===== src/rtl/gpu_span_walker.sv =====
// Rectangle span walker: emits the 2-pixel pair columns of an inclusive rectangle, row by row,
// with per-pixel coverage masks, under a valid/ready handshake.
module gpu_span_walker (
  input  logic       clk,
  input  logic       nRst,
  input  logic       i_start,
  input  logic [9:0] i_x0,
  input  logic [9:0] i_x1,
  input  logic [8:0] i_y0,
  input  logic [8:0] i_y1,
  input  logic       i_abort,
  output logic [9:0] o_x,
  output logic [8:0] o_y,
  output logic       o_maskL,
  output logic       o_maskR,
  output logic       o_valid,
  input  logic       i_ready,
  output logic       o_busy,
  output logic       o_done
);

  typedef enum logic [1:0] {IDLE, WALK, DONE} state_t;

  state_t     state;
  logic [9:0] x0_q, x1_q;
  logic [8:0] y1_q;
  logic       xfer, row_end, last_pair;
  logic [9:0] nx, sx;
  logic [8:0] ny;

  // Pair stepping works on the pair index o_x[9:1] so x1=1023 ends at 1022 without wrapping.
  always_comb begin
    xfer      = o_valid & i_ready;
    row_end   = (o_x[9:1] == x1_q[9:1]);
    last_pair = row_end & (o_y == y1_q);
    nx        = row_end ? {x0_q[9:1], 1'b0} : {o_x[9:1] + 9'd1, 1'b0};
    ny        = row_end ? o_y + 9'd1 : o_y;
    sx        = {i_x0[9:1], 1'b0};
  end

  always_ff @(posedge clk or negedge nRst) begin
    if (!nRst) begin
      state   <= IDLE;
      x0_q    <= '0;
      x1_q    <= '0;
      y1_q    <= '0;
      o_x     <= '0;
      o_y     <= '0;
      o_maskL <= 1'b0;
      o_maskR <= 1'b0;
      o_valid <= 1'b0;
      o_busy  <= 1'b0;
      o_done  <= 1'b0;
    end else begin
      case (state)
        IDLE: if (i_start) begin
          x0_q   <= i_x0;
          x1_q   <= i_x1;
          y1_q   <= i_y1;
          o_busy <= 1'b1;
          if (i_x0 <= i_x1 && i_y0 <= i_y1) begin
            state   <= WALK;
            o_valid <= 1'b1;
            o_x     <= sx;
            o_y     <= i_y0;
            o_maskL <= (sx >= i_x0);
            o_maskR <= ({sx[9:1], 1'b1} <= i_x1);
          end else begin
            state  <= DONE;
            o_done <= 1'b1;
          end
        end
        WALK: begin
          if (i_abort) begin
            state   <= IDLE;
            o_valid <= 1'b0;
            o_busy  <= 1'b0;
          end else if (xfer) begin
            if (last_pair) begin
              state   <= DONE;
              o_valid <= 1'b0;
              o_done  <= 1'b1;
            end else begin
              o_x     <= nx;
              o_y     <= ny;
              o_maskL <= (nx >= x0_q);
              o_maskR <= ({nx[9:1], 1'b1} <= x1_q);
            end
          end
        end
        DONE: begin
          // Abort here lands in IDLE too, so the same exit covers both cases.
          state  <= IDLE;
          o_busy <= 1'b0;
          o_done <= 1'b0;
        end
        default: begin
          state   <= IDLE;
          o_valid <= 1'b0;
          o_busy  <= 1'b0;
          o_done  <= 1'b0;
        end
      endcase
    end
  end

endmodule


===== config.mk =====
export PLATFORM = sky130hd
export DESIGN_NAME = gpu_span_walker
export DESIGN_NICKNAME = d
export VERILOG_FILES = /design/src/rtl/gpu_span_walker.sv
export SDC_FILE = /design/constraint.sdc
export NUM_CORES = 1
export LEC_CHECK = 0
export ABC_AREA = 1
export CORE_MARGIN = 4
export CORE_UTILIZATION = 48
export CTS_BUF_LIST = sky130_fd_sc_hd__clkbuf_8
export DETAILED_ROUTE_END_ITERATION = 8
export PLACE_DENSITY = 0.81
export SLEW_MARGIN = 25
export SYNTH_ARGS = -nofsm -noshare
export SYNTH_HDL_FRONTEND = slang
export SYNTH_SLANG_ARGS = --single-unit

===== constraint.sdc =====
create_clock -name clk -period 2.11 [get_ports clk]
set_input_delay 0.5275 -clock clk [delete_from_list [all_inputs] [get_ports clk]]
set_output_delay 0.5275 -clock clk [all_outputs]
set_load 0.01 [all_outputs]

==> key figures <==
Outcome
  – Outcome: finished, violations left
  – Failing checks: negative setup slack

Yosys
  – Compound-cell area share of the yosys netlist: under 10%
  – Netlist Area Pre-Place: 4138 um^2
  – Largest family of logic cells by synthesized area: simple AND/OR/NAND/NOR gates
  – Synth area leaders: dfrtp_1 33%, nand2_1 20%, ha_1 12%
  – Synth Area in Simple Gates: 32.36%
  – Synth Area in Adders: roughly an eighth
  – Post-Syn Nets: 687
  – Most common cell in the netlist: nand2_1
  – Flop and latch count out of synthesis: 54
  – Post-synth cell types: 33
  – Syn Inst Count: ~600
  – Multiplexer share of the synthesized area: 0%
  – Top cells by count, synth: 216 x nand2_1, 89 x inv_1, 54 x dfrtp_1, 40 x ha_1, 40 x o21ai_0
  – Synth warn: 0
  – Post-synth EDFFs: 0
  – Avg Inst Size Synth: 6.851 um^2
  – Ys async rst share: 100.0%
  – Yosys top cell area share: 32.66%
  – Sequential-to-total area share from yosys stat: approximately a third
  – Synth Area in XOR/XNOR: 2.540%
  – Leading area contributor after synthesis: dfrtp_1
  – Ys flop type: dfrtp_1

Power
  – Pwr dens: 1515 nW/um^2
  – Static leakage: 3.450 nW
  – Total power: 9.994 mW
  – Peak VDD IR: 0.7214 mV

Floorplan
  – Core Area: a little over 8000 um^2
  – Top-level I/O count: 67
  – Die width: ~100 um
  – # rows: 33
  – Die height: 100.8 um
  – Initial Utilization: 49.86%
  – Die Area: slightly above 10,000 um^2

Placed design
  – Inst Count DP: 839
  – Buffers added on ports: 65
  – Routability Congestion: between 0.8 and 0.9
  – DP HPWL: 9544 um

Run
  – Max Cap Violations: 0

Critical path
  – CP max FO: 5
  – Flop-to-flop setup slack: -0.55 ns
  – Crit start category: flop
  – FF-to-FF End: o_maskL$_DFFE_PN0P_
  – Setup CP Type: reg2reg
  – Worst R2R Path Depth: 16
  – Worst Path Arrival: 2.90 ns
  – Critical path endpoint category: flop
  – Reg-to-Reg Start: o_x[2]$_DFFE_PN0P_
  – Worst Path Required: 2.34 ns

STA
  – Fin worst setup slack: -0.5539 ns
  – Final setup fails: 18
  – RSZ-0062 raised after global routing: true
  – Pins Over Slew Limit: 0
  – Final Hold Vio Count: 0
  – Crit path time final: between 2 and 3 ns
  – Clock Skew: 0.03234 ns
  – Final period util: 126.3%
  – Slew @ Worst Pin: 0.5231 ns
  – Worst relative slew slack: 65.13%
  – Max Clock Freq: 375.4 MHz

CTS
  – TritonCTS buffer count: 5
  – CTS H-tree depth: 2
  – Clock Path Buffers: 2
  – Clk slew on worst S/H paths: 0.14 ns
  – CTS tree: done
  – Worst-Skew Late Latency: 0.34 ns
  – CTS sink cnt: 54
  – Root buf cell: clkbuf_8

Global route
  – Number of global-route vias before repair: about 5,200
  – Largest net degree at the start of global routing: 55
  – Initial antenna violation count: 0
  – Total grt overflow: 0
  – Gr usage total: between 30% and 40%
  – First-pass GRT wire length: around 26,000 um

Min path
  – Hold Path Class: in2async

Drt
  – 1st-pass router iterations: 6
  – DR vias/cell: 6.131
  – Vias: 5,457
  – WL/cell: 20.77 um
  – Drt drc: 0
  – Initial DRC count: about 630
  – Wirelength, routed: between 15,000 and 20,000 um
  – Number of nets with antenna violations after routing: 0

Finish
  – Reg area: roughly 1400 um^2
  – Layout cell share with drive strength beyond 1: 34.31%
  – Final core utilization: 79.48%
  – Fill cells: 485
  – Layout Nets: 866
  – Final non-filler cell total: 890
  – Area of the multi-input gates: 2970 um^2
  – Layout area overhead: 59.42%
-- sequential cells by signal, summed over array words and instances, names as in the netlist, 2 cells and up --
register	count
o_x	9
o_y	9
state	2
x0_q	10
x1_q	10
y1_q	9
-- placed cells by master (no fill, tap or decap), drive strengths merged, types with 6 or more instances in the layout --
cell type and n:
nand2 224, buf 122, inv 94, dfrtp 54, o21ai 50, ha 40, nand3 39, nor2 30
dlygate4sd2 29, clkdlybuf4s50 25, nand4 16, a21oi 15, xnor2 6, xor2 6, clkbuf 6
-- power breakdown --
part / switching [mW] / total (mW) / internal [mW]
combinational: 3.87 / 7.14 / 3.27
sequential: 0.659 / 2.20 / 1.54
clock: 0.415 / 0.657 / 0.242
-- layout make-up --
type | instances | area share, %
Clock buffer | 5 | 1.043
Timing Repair Buffer | 186 | 25.55
Antenna cell | 1 | 0.03794
Sequential cell | 54 | 20.56
Tap cell | 105 | 1.992
Multi-Input combinational cell | 442 | 45.03
Inverter | 94 | 5.387
Clock inverter | 3 | 0.3983
-- worst max path at each step --
stage	from	to	slack, ns	cells after the start
floorplan	o_x[1]$_DFFE_PN0P_	o_maskR$_DFFE_PN0P_	-0.13	16
global placement	i_x1[9]	o_maskR$_DFFE_PN0P_	-0.37	13
detailed placement	i_x1[5]	o_maskR$_DFFE_PN0P_	-0.47	15
CTS	o_x[2]$_DFFE_PN0P_	o_maskL$_DFFE_PN0P_	-0.27	17
global route	x1_q[6]$_DFFE_PN0P_	o_maskR$_DFFE_PN0P_	-0.63	18
finish	o_x[2]$_DFFE_PN0P_	o_maskL$_DFFE_PN0P_	-0.55	16
-- per-layer routing --
metal  global-route usage [%]  vias up  routed length (um)
li1                         -     2274                   -
met1                    36.08     2508                6166
met2                    56.00      493                8668
met3                    5.260      182                1912
met4                    19.79        0                1737
met5                        0        -                   0
-- stage by stage --
step / setup WS [ns] / TNS, ns / instance area (um^2) / hold slack [ns]
3_5_place_dp: -0.4667 / -10.39 / 5538 / 0.4674
6_report: -0.5539 / -2.262 / 6596 / 0.1407
2_1_floorplan: -0.1329 / -0.2293 / 4189 / 0.2319
3_3_place_gp: -0.3706 / -8.411 / 5538 / 0.4632
5_1_grt: -0.6330 / -2.832 / 6594 / 0.1664
4_1_cts: -0.2677 / -0.5281 / 6331 / 0.1475
-- critical path, cell delays in order, from the launching register on --
cell and delay, ns:
dfrtp_2 0.46, inv_1 0.06, nand2_1 0.09, nand2_2 0.08, nor2_4 0.11, nand3_2 0.10
nor2_4 0.24, buf_6 0.17, nand2_1 0.13, nand2_4 0.14, ha_4 0.21, a21oi_1 0.18
o21ai_0 0.13, nand2_1 0.08, nand3_1 0.11, a21oi_2 0.16, o21ai_1 0.08
-- logic make-up after synthesis --
group	Yosys count
AO/OA/AOI/OAI	74
XOR/XNOR	12
adder cells (fa/ha/maj)	40
buffers and inverters	110
flip-flops	54
other	1
AND/OR/NAND/NOR	313
-- timing repair --
item / 4_1_cts / 5_1_grt
buffers inserted: 27 / 12
hold buffers: 0 / 0
endpoints found under the setup margin: 23 / 25
cloned: 4 / 1
resized for setup: 139 / 51
pin swaps: 65 / 33
Note: power is estimated with default switching activity, not from simulation.
